### src/rtl/serial_adder_ctrl.sv
// Bit-serial adder sequencer driving one external 1-bit full adder through the fa_* ports.
// Define SERIAL_ADDER_OVF_EN to add the ovf_out signed-overflow flag.
module serial_adder_ctrl #(
   parameter int WIDTH = 8
) (
   input  logic             clk,
   input  logic             reset,
   input  logic             start_valid,
   output logic             start_ready,
   input  logic [WIDTH-1:0] a_in,
   input  logic [WIDTH-1:0] b_in,
   input  logic             c_in,
   output logic             fa_a_out,
   output logic             fa_b_out,
   output logic             fa_c_out,
   input  logic             fa_sum_in,
   input  logic             fa_cout_in,
   output logic [WIDTH-1:0] sum_out,
   output logic             c_out,
`ifdef SERIAL_ADDER_OVF_EN
   output logic             ovf_out,
`endif
   output logic             done_valid,
   input  logic             done_ready
);

   localparam int CW = (WIDTH > 1) ? $clog2(WIDTH) : 1;
   localparam logic [CW-1:0] LAST = CW'(WIDTH - 1);

   typedef enum logic [1:0] {
      IDLE = 2'd0,
      RUN  = 2'd1,
      DONE = 2'd2
   } state_t;

   state_t          state;
   state_t          state_next;
   logic [WIDTH-1:0] a_sh;
   logic [WIDTH-1:0] b_sh;
   logic [WIDTH-1:0] sum_sh;
   logic             carry;
   logic [CW-1:0]    cnt;

   always_ff @(posedge clk) begin
      if (reset) state <= IDLE;
      else       state <= state_next;
   end

   always_comb begin
      state_next  = state;
      start_ready = 1'b0;
      done_valid  = 1'b0;
      fa_a_out    = 1'b0;
      fa_b_out    = 1'b0;
      fa_c_out    = 1'b0;
      case (state)
         IDLE: begin
            start_ready = 1'b1;
            if (start_valid) state_next = RUN;
         end
         RUN: begin
            fa_a_out = a_sh[0];
            fa_b_out = b_sh[0];
            fa_c_out = carry;
            if (cnt == LAST) state_next = DONE;
         end
         DONE: begin
            done_valid = 1'b1;
            if (done_ready) state_next = IDLE;
         end
         default: state_next = IDLE;
      endcase
   end

   // Sum bits enter at the MSB so after WIDTH shifts bit 0 of the result sits at the LSB.
   always_ff @(posedge clk) begin
      if (reset) begin
         a_sh    <= '0;
         b_sh    <= '0;
         sum_sh  <= '0;
         carry   <= 1'b0;
         cnt     <= '0;
         c_out   <= 1'b0;
`ifdef SERIAL_ADDER_OVF_EN
         ovf_out <= 1'b0;
`endif
      end else begin
         case (state)
            IDLE: begin
               if (start_valid) begin
                  a_sh  <= a_in;
                  b_sh  <= b_in;
                  carry <= c_in;
                  cnt   <= '0;
               end
            end
            RUN: begin
               a_sh   <= a_sh >> 1;
               b_sh   <= b_sh >> 1;
               sum_sh <= (sum_sh >> 1) | (WIDTH'(fa_sum_in) << (WIDTH - 1));
               carry  <= fa_cout_in;
               cnt    <= cnt + CW'(1);
               if (cnt == LAST) begin
                  c_out   <= fa_cout_in;
`ifdef SERIAL_ADDER_OVF_EN
                  ovf_out <= carry ^ fa_cout_in;
`endif
               end
            end
            default: ;
         endcase
      end
   end

   assign sum_out = sum_sh;

endmodule

### config.mk
export PLATFORM = sky130hd
export DESIGN_NAME = serial_adder_ctrl
export DESIGN_NICKNAME = d
export VERILOG_FILES = /design/src/rtl/serial_adder_ctrl.sv
export SDC_FILE = /design/constraint.sdc
export NUM_CORES = 1
export LEC_CHECK = 0
export ABC_AREA = 0
export ABC_CLOCK_PERIOD_IN_PS = 1500
export BUFFER_PORTS_ARGS = -buffer_cell sky130_fd_sc_hd__clkbuf_2
export CAP_MARGIN = 20
export CORE_UTILIZATION = 51
export DETAILED_ROUTE_END_ITERATION = 10
export GPL_TIMING_DRIVEN = 0
export PLACE_DENSITY = 0.78
export SLEW_MARGIN = 20
export SYNTH_ARGS = -nofsm -noshare
export SYNTH_HDL_FRONTEND = slang
export SYNTH_SLANG_ARGS = --single-unit
### constraint.sdc
create_clock -name clk -period 1.5 [get_ports clk]
set_input_delay 0.075 -clock clk [delete_from_list [all_inputs] [get_ports clk]]
set_output_delay 0.075 -clock clk [all_outputs]
set_load 0.01 [all_outputs]
==> impl_results.md, run 1 <==
- Status: finished, final reports clean
- WP buf/inv: 3
- Cells after synthesis: about 140
- Crit path DAT: 1280 ps
- Final Hold Viols: 0
- DIE HEIGHT: 54.4 µm
- Initial antenna violation count: 0
- Num ports: 37
- Initial Utilization: a little under three fifths
- CTS root buf: clkbuf_4
- Core ar.: between 2000 and 3000 µm²
- Die width: about 54 µm
- Sink Count: 31
- Setup TNS: 0 ps
- Commonest cells after routing, fill and taps aside: 34 x clkbuf_2, 29 x dfxtp_1, 16 x inv_1, 16 x a21oi_2, 16 x nand2_1
- Flop-to-flop setup slack: between 150 and 200 ps
- # placed instances: about 210
- Final cell count without fillers: 218
- Worst path cell trace: buf_6 > nor2b_4 > buf_8 > and2_1 > buf_2
- # DRC: 0
- Worst Reg-to-Reg Cells: 6
- Seq/Total Area, Yosys: roughly 44%
- Max_slew headroom: a little under two thirds
- Worst R2R Start: state[0]
- Routed WL: ~2.7 mm
- Share of cells above drive strength 1: roughly two fifths
- Post-detail-place hpwl: between 2 and 2.5 mm
- Mean Syn Cell Area: approximately 10 µm²
- Setup Viol. Count Final: 0
- Area delta synth->final: 21.4%
- Worst setup path start: state[0]
- Starting DRT DRC Count: 12
- Levels on crit path: 5
- CTS Buf Count: 5
- Most common cell after layout, fill and taps aside: clkbuf_2
- WP data required: ~1400 ps
- Slew @ Worst Pin: roughly 550 ps
- Setup Crit Path Kind: register to output pin
- Post-Syn Nets: 166
- Yosys reg bits: 31
- Tot GR Track Use: 21.6%
- Worst-path clk slew: approximately 90 ps
- Synth top area share: between 40% and 50%
- Routability Congestion: roughly 0.72
- DRT Pass-1 Iters: 4
- Later-pin clock latency in the skew report: ~320 ps
- Mapped cell area: ~1400 µm²
- Die area: ~3000 µm²
- Vias per cell: 5.09
- Max incr delay on CP: roughly 320 ps
- GRT Residual Overflow: 0
- Final Util: 66.8%
- N_diodes: 0
- First-pass GRT wire length: 4.42 mm
- Startpoint types: register
- Fmax achieved: about 0.74 GHz
- Sequential cell area: ~620 µm²
- Pleak: between 0.7 and 0.8 nW
- Worst hold path startpoint: done_ready
- WL/cell: between 10 and 15 µm
- Largest area contributor in the netlist: dfxtp_1
- Number of global-route vias before repair: approximately 1100
- Final period utilization: 90.6%
- Fin. max-slew vios: 0
- Minimum clock period: around 1400 ps
- Worst Setup End Kind: output pin
- Synth area leaders: dfxtp_1 44%, o221a_1 12%, a21oi_2 10%
- Slowest cell on crit path: dfxtp_2
- RR Endpoint: a_sh[0]
- Clock tree buffer depth: 2
- Post-route ant nets: 0
- Via count: ~1100
- Clk_skew: roughly 8.1 ps
- CTS tree: yes
- Area of the multi-input gates: around 630 µm²
- Layout fillers: 212
- Largest net degree at the start of global routing: 11
- Critical path's top delay family: buffers and inverters
- Critical path destination: fa_b_out
- CP Max Fanout: 11
- I/O Buffers: 36
- Standard-cell rows: 18
- Min-delay worst type: primary input to register
- PD cells: 949 nW/µm²
- Fin nets: roughly 210
- CTS H-tree depth: 2
- MaxCap Viol Count: 0
- Yosys cell types: 27
- Unrepaired setup endpoints after global routing: false
- Peak supply drop: 0.000855 V
- YS warnings: 0
[per-layer routing]
layer | share of wire, % | track usage (%)
met4 | 1.9 | 11.5
met2 | 48 | 35.8
met3 | 4.1 | 5.83
met1 | 46 | 25.0
met5 | 0 | 0
[cells in the mapped netlist]
cell type	n
a22oi_1	2
buf_8	1
nor2b_4	1
ha_1	2
buf_6	5
nand2_4	1
dfxtp_1	31
buf_1	2
nand3b_1	1
o221a_1	15
buf_2	1
buf_4	1
a21oi_1	8
inv_1	16
a211oi_2	1
a21oi_2	16
nand2_1	16
a32oi_1	2
nor2_2	2
nor2_1	6
and2_1	3
nor2b_1	1
o21bai_1	1
nor3_1	1
nor2_4	1
mux2i_1	2
nand2b_1	2
[final cells by class]
type	count	share of cell area, %
multi-input cells	84	37.1
inverters	16	3.53
plain buffers	9	4.71
clock inverters	1	0.294
well taps	30	2.21
clock buffers	7	2.65
repair buffers	40	12.9
flip-flops and latches	31	36.6
[power breakdown]
group | switching (mW) | internal (mW) | leakage, nW
Clock | 0.276 | 0.183 | 0.0293
Sequential | 0.0262 | 0.871 | 0.255
Combinational | 0.129 | 0.127 | 0.437
Total | 0.432 | 1.18 | 0.721
[how the worst min path moves through the flow]
| stage | endpoint | cells past startpoint | slack, ps |
|---|---|---|---|
| 6_report | state[1] | 3 | 6 |
| 5_1_grt | b_sh[4] | 2 | 10 |
| 4_1_cts | state[1] | 3 | 0.5 |
| 3_5_place_dp | sum_out[7] | 3 | 320 |
| 2_1_floorplan | c_out | 2 | 220 |
| 3_3_place_gp | sum_out[7] | 3 | 310 |
[logic make-up after synthesis]
family                     count (synthesis)  share of synthesized area [%]
muxes                                      2                           1.43
DFF                                       31                           44.3
AOI/OAI and AO/OA                         45                           28.7
and+or+nand+nor                           35                           13.0
adders and majority gates                  2                           1.79
buffers and inverters                     26                           10.8
[flip-flops by register name, summed over array words and instances (netlist names)]
register	cells
b_sh	8
carry	1
cnt	3
a_sh	8
c_out	1
state	2
sum_out	8
[what timing repair did]
item	4_1_cts	5_1_grt
setup endpoints to repair	3	3
hold endpoints to repair	1	0
resized for setup	2	5
setup buffers	3	0
hold buffers	1	0
[worst reg2reg max path: cells and delay by family (launching register included)]
family,cells,cell delay [ps]
buf+inv,3,410
simple gates,2,240
compound gates,1,240
flops,1,320
[stage by stage]
step / worst slack, ps / cell area, µm² / power, mW / hold slack (ps)
final: 141 / 1700 / 1.61 / 5.98
after global routing: 80.0 / 1700 / 1.69 / 13.7
after CTS: 37.6 / 1710 / 1.63 / 0.473
after detailed placement: 232 / 1620 / 1.17 / 320
after global placement: 245 / 1620 / 1.16 / 307
after floorplan: 357 / 1400 / 1.09 / 219
Note: power is estimated with default switching activity, not from simulation.
==> run 2, diff against run 1 <==
- BUFFER_PORTS_ARGS: -buffer_cell sky130_fd_sc_hd__clkbuf_2 -> -buffer_cell sky130_fd_sc_hd__buf_2
==> impl_results.md, run 2 (synthesis results as in run 1) <==
- Status: finished, final reports clean
- Routed WL: between 2 and 3 mm
- Num ports: 37
- Crit path DAT: between 1000 and 1500 ps
- Area of the multi-input gates: between 600 and 700 µm²
- CTS Buf Count: 5
- # placed instances: 207
- Clock tree buffer depth: 2
- Setup Viol. Count Final: 0
- Initial Utilization: a little under three fifths
- PD cells: between 900 and 1000 nW/µm²
- MaxCap Viol Count: 0
- Hold Slack: ~15 ps
- Most common cell after layout, fill and taps aside: buf_2
- Final period utilization: 94.5%
- Fin nets: between 200 and 250
- Initial antenna violation count: 0
- Setup TNS: 0 ps
- Sequential cell area: around 630 µm²
- Fin. max-slew vios: 0
- CP Max Fanout: 10
- I/O Buffers: 36
- Core ar.: between 2000 and 3000 µm²
- Final cell count without fillers: ~220
- Final Cell Area: 1710 µm²
- Min-delay worst type: primary input to register
- N_diodes: 0
- Share of cells above drive strength 1: 40.7%
- Number of global-route vias before repair: roughly 1100
- Unrepaired setup endpoints after global routing: false
- Worst Setup End Kind: output pin
- CTS H-tree depth: 2
- GRT Residual Overflow: 0
- Die width: ~54 µm
- CTS root buf: clkbuf_4
- Slew @ Worst Pin: 572 ps
- WL/cell: between 10 and 15 µm
- Tot GR Track Use: 21.8%
- Post-route ant nets: 0
- Placement-stage cell area: ~1600 µm²
- Die area: approximately 3000 µm²
- Largest net degree at the start of global routing: 11
- Standard-cell rows: 18
- Layout fillers: 217
- Later-pin clock latency in the skew report: 330 ps
- Sink Count: 31
- CTS tree: yes
- Via count: roughly 1200
- # DRC: 0
- DRT Pass-1 Iters: 4
- Max_slew headroom: between 60% and 70%
- Peak supply drop: slightly below 0.0009 V
- WP data required: ~1400 ps
- First-pass GRT wire length: 4.47 mm
- Routability Congestion: around 0.72
- Final Hold Viols: 0
- Worst Reg-to-Reg Cells: 5
- Pleak: 0.730 nW
- Fmax achieved: 0.705 GHz
- WHS Path Cells: 2
- Final Util: between 60% and 70%
- Minimum clock period: ~1400 ps
- Vias per cell: between 5 and 6
- Worst-path clk slew: 90 ps
- Startpoint types: register
- Setup Crit Path Kind: register to output pin
- Area delta synth->final: 22.0%
- Starting DRT DRC Count: 12
- DIE HEIGHT: roughly 54 µm
- Clk_skew: between 4 and 5 ps
- Commonest cells after routing, fill and taps aside: 37 x buf_2, 29 x dfxtp_1, 16 x inv_1, 16 x a21oi_2, 16 x nand2_1
- Post-detail-place hpwl: 2.02 mm
==> run 2: area by class of cell <==
type                            count  share of cell area [%]
Inverter                           16                    3.52
Timing Repair Buffer               41                    12.9
Multi-Input combinational cell     84                    36.8
Clock buffer                        7                    2.64
Tap cell                           30                    2.20
Sequential cell                    31                    36.8
Buffer                              9                    4.91
Clock inverter                      1                   0.293
==> run 2: routing by layer <==
metal  wire length (µm)  GRT usage [%]  vias up
met5                  0              0        -
met4                 40           11.5        0
met3                111           5.83        7
met2               1480           38.0       26
met1               1290           23.9      544
li1                   -              -      585
==> run 2: repair_timing <==
| item | 4_1_cts | 5_1_grt |
|---|---|---|
| setup endpoints to repair | 3 | 3 |
| pin swaps | 0 | 0 |
| hold buffers | 1 | 0 |
| gates resized for setup | 4 | 1 |
| endpoints found under the hold margin | 1 | 0 |
| buffers inserted | 2 | 2 |
==> run 2: power breakdown <==
group / internal [mW] / switching [mW]
registers: 0.869 / 0.0288
clock network: 0.182 / 0.271
logic: 0.129 / 0.131
total: 1.18 / 0.431
==> run 2: worst max-delay path, cell delays in order (launching register included) <==
cell     delay, ps
dfxtp_4        370
nor2b_4        130
buf_8          120
buf_8          130
and2_1         140
buf_2          130
==> run 2: final timing paths <==
| check | start | endpoint | slack [ps] |
|---|---|---|---|
| worst min register to register | sum_out[0] | sum_out[0] | 470 |
| worst max register to register | cnt[0] | c_out | 220 |
| worst min-delay path | b_in[1] | b_sh[1] | 10 |
| worst max-delay path | state[0] | fa_a_out | 80 |
==> run 2: through the flow <==
step / total power, mW / worst slack (ps)
2_1_floorplan: 1.09 / 357
3_3_place_gp: 1.16 / 241
3_5_place_dp: 1.17 / 223
4_1_cts: 1.62 / 35.5
5_1_grt: 1.68 / 4.07
6_report: 1.61 / 81.9
==> run 3, diff against run 2 <==
--- a/config.mk
+++ b/config.mk
@@ -9,5 +9,4 @@
 export ABC_CLOCK_PERIOD_IN_PS = 1500
 export BUFFER_PORTS_ARGS = -buffer_cell sky130_fd_sc_hd__buf_2
-export CAP_MARGIN = 20
 export CORE_UTILIZATION = 51
 export DETAILED_ROUTE_END_ITERATION = 10
==> constraint.sdc (replaced) <==
create_clock -name clk -period 1.5 [get_ports clk]
set_input_delay 0.075 -clock clk [delete_from_list [all_inputs] [get_ports clk]]
set_output_delay 0.075 -clock clk [all_outputs]
set_load 0.005 [all_outputs]
==> impl_results.md, run 3 (synthesis results as in run 1) <==
- Status: finished, final reports clean
- Met1 Track Usage GR: 24.4%
- Final Hold Viols: 0
- CTS Buf Count: 5
- Later-pin clock latency in the skew report: 320 ps
- Number of global-route vias before repair: about 1100
- Worst hold path startpoint: b_in[4]
- PD cells: around 950 nW/µm²
- DIE HEIGHT: 54.4 µm
- Slowest cell on crit path: dfxtp_2
- Worst path cell trace: buf_6 > nor2b_4 > buf_8 > and2_1 > buf_2
- Final Util: approximately two thirds
- Commonest cells after routing, fill and taps aside: 37 x buf_2, 29 x dfxtp_1, 16 x inv_1, 16 x a21oi_2, 16 x nand2_1
- Final period utilization: about nine tenths
- Setup Viol. Count Final: 0
- WP data required: around 1400 ps
- Minimum clock period: 1340 ps
- Worst R2R Start: state[0]
- # DRC: 0
- Die width: approximately 54 µm
- Slew @ Worst Pin: 575 ps
- MaxCap Viol Count: 0
- Initial antenna violation count: 0
- First-pass GRT wire length: approximately 4.5 mm
- Routability Congestion: about 0.72
- Max_slew headroom: 61.7%
- Clk_skew: ~8 ps
- Post-detail-place hpwl: around 2 mm
- Worst-path clk slew: 100 ps
- Worst Reg-to-Reg Cells: 6
- Standard-cell rows: 18
- GRT Residual Overflow: 0
- Fin. max-slew vios: 0
- Die area: between 2000 and 3000 µm²
- Global routing's busiest layer: met2
- Setup Crit Path Kind: register to output pin
- WHS Path Cells: 2
- Peak supply drop: 0.000863 V
- CTS tree: yes
- Num ports: 37
- CTS root buf: clkbuf_4
- Fmax achieved: 0.744 GHz
- Most common cell after layout, fill and taps aside: buf_2
- Min-delay worst type: primary input to register
- I/O Buffers: 36
- Setup TNS: 0 ps
- Crit path DAT: around 1300 ps
- Largest net degree at the start of global routing: 11
- Place WS: approximately 240 ps
- CTS H-tree depth: 2
- WL/cell: between 10 and 15 µm
- Vias per cell: between 5 and 6
- Max incr delay on CP: between 300 and 400 ps
- Initial Utilization: 55.0%
- Clock tree buffer depth: 2
- Core ar.: 2540 µm²
- Pleak: approximately 0.73 nW
- Routed WL: approximately 2.9 mm
- Flop-to-flop setup slack: roughly 180 ps
- Startpoint types: register
- Share of cells above drive strength 1: 41.0%
- Unrepaired setup endpoints after global routing: false
- Tot GR Track Use: 22.0%
- Worst Setup End Kind: output pin
- RR Endpoint: a_sh[0]
- Hold endpoint: b_sh[4]
- Via count: between 1000 and 1500
- CP Max Fanout: 11
- WP buf/inv: 3
- Worst setup path start: state[0]
- Sink Count: 31
- Fin nets: approximately 210
- Final WS setup: 156 ps
- Met3 GRT Util: between 5 and 6%
- Starting DRT DRC Count: 11
- M2 GR Usage: between 30% and 40%
- Critical path's top delay family: buffers and inverters
- Area delta synth->final: 21.0%
- N_diodes: 0
- Post-route ant nets: 0
- DRT Pass-1 Iters: 4
[run 3: cell count changes in the layout (fill, tap and decap cells not counted)]
cell,previous run,this run
buf_6,3,4
and2_4,0,1
buf_8,2,1
dfxtp_4,2,0
dfxtp_2,0,2
and2_1,3,2
buf_4,5,4
[run 3: worst max path at each step]
stage	endpoint	slack [ps]	cells past startpoint
6_report	fa_a_out	160	5
3_5_place_dp	fa_a_out	240	5
5_1_grt	fa_c_out	80	5
4_1_cts	fa_a_out	2	6
3_3_place_gp	fa_a_out	250	5
2_1_floorplan	c_out	360	5
[run 3: metrics by stage]
| stage | area [µm²] | hold slack, ps | total power, mW | std cells |
|---|---|---|---|---|
| final | 1690 | 17.6 | 1.60 | 218 |
| after global routing | 1690 | 4.26 | 1.68 | 218 |
| after CTS | 1700 | 10.1 | 1.62 | 218 |
| after detailed placement | 1620 | 333 | 1.16 | 207 |
| after global placement | 1620 | 323 | 1.15 | 207 |
| after floorplan | 1400 | 219 | 1.08 | 141 |
[run 3: layout make-up]
cell class	instances	area, µm²
Fill cell	224	851
Multi-Input combinational cell	84	631
Sequential cell	31	623
Timing Repair Buffer	40	213
Buffer	9	80.1
Inverter	16	60.1
Clock buffer	7	45.0
Tap cell	30	37.5
Clock inverter	1	5.00
[run 3: power breakdown]
part           leakage, nW  internal [mW]  switching, mW
Sequential           0.255          0.871         0.0264
Combinational        0.440          0.126          0.129
Clock               0.0293          0.182          0.267
Total                0.725           1.18          0.422
[run 3: repair_timing]
item / in CTS / in global routing
pin swaps: 0 / 0
setup buffers: 2 / 1
endpoints found under the hold margin: 1 / 0
hold buffers: 1 / 0
resized for setup: 2 / 2
setup endpoints to repair: 3 / 3
[run 3: worst register-to-register path, stage by stage, from the launching register on]
cell and delay [ps]:
dfxtp_2 330, buf_6 80, buf_4 150, nor2_2 60
nor2_2 260, buf_6 190, o221a_1 190
[run 3: per-layer routing]
layer	part of all wire (%)	vias up	routed length, µm
li1	-	582	-
met2	51	28	1460
met1	43	533	1240
met4	1.4	0	41
met3	4.5	7	128
met5	0	-	0
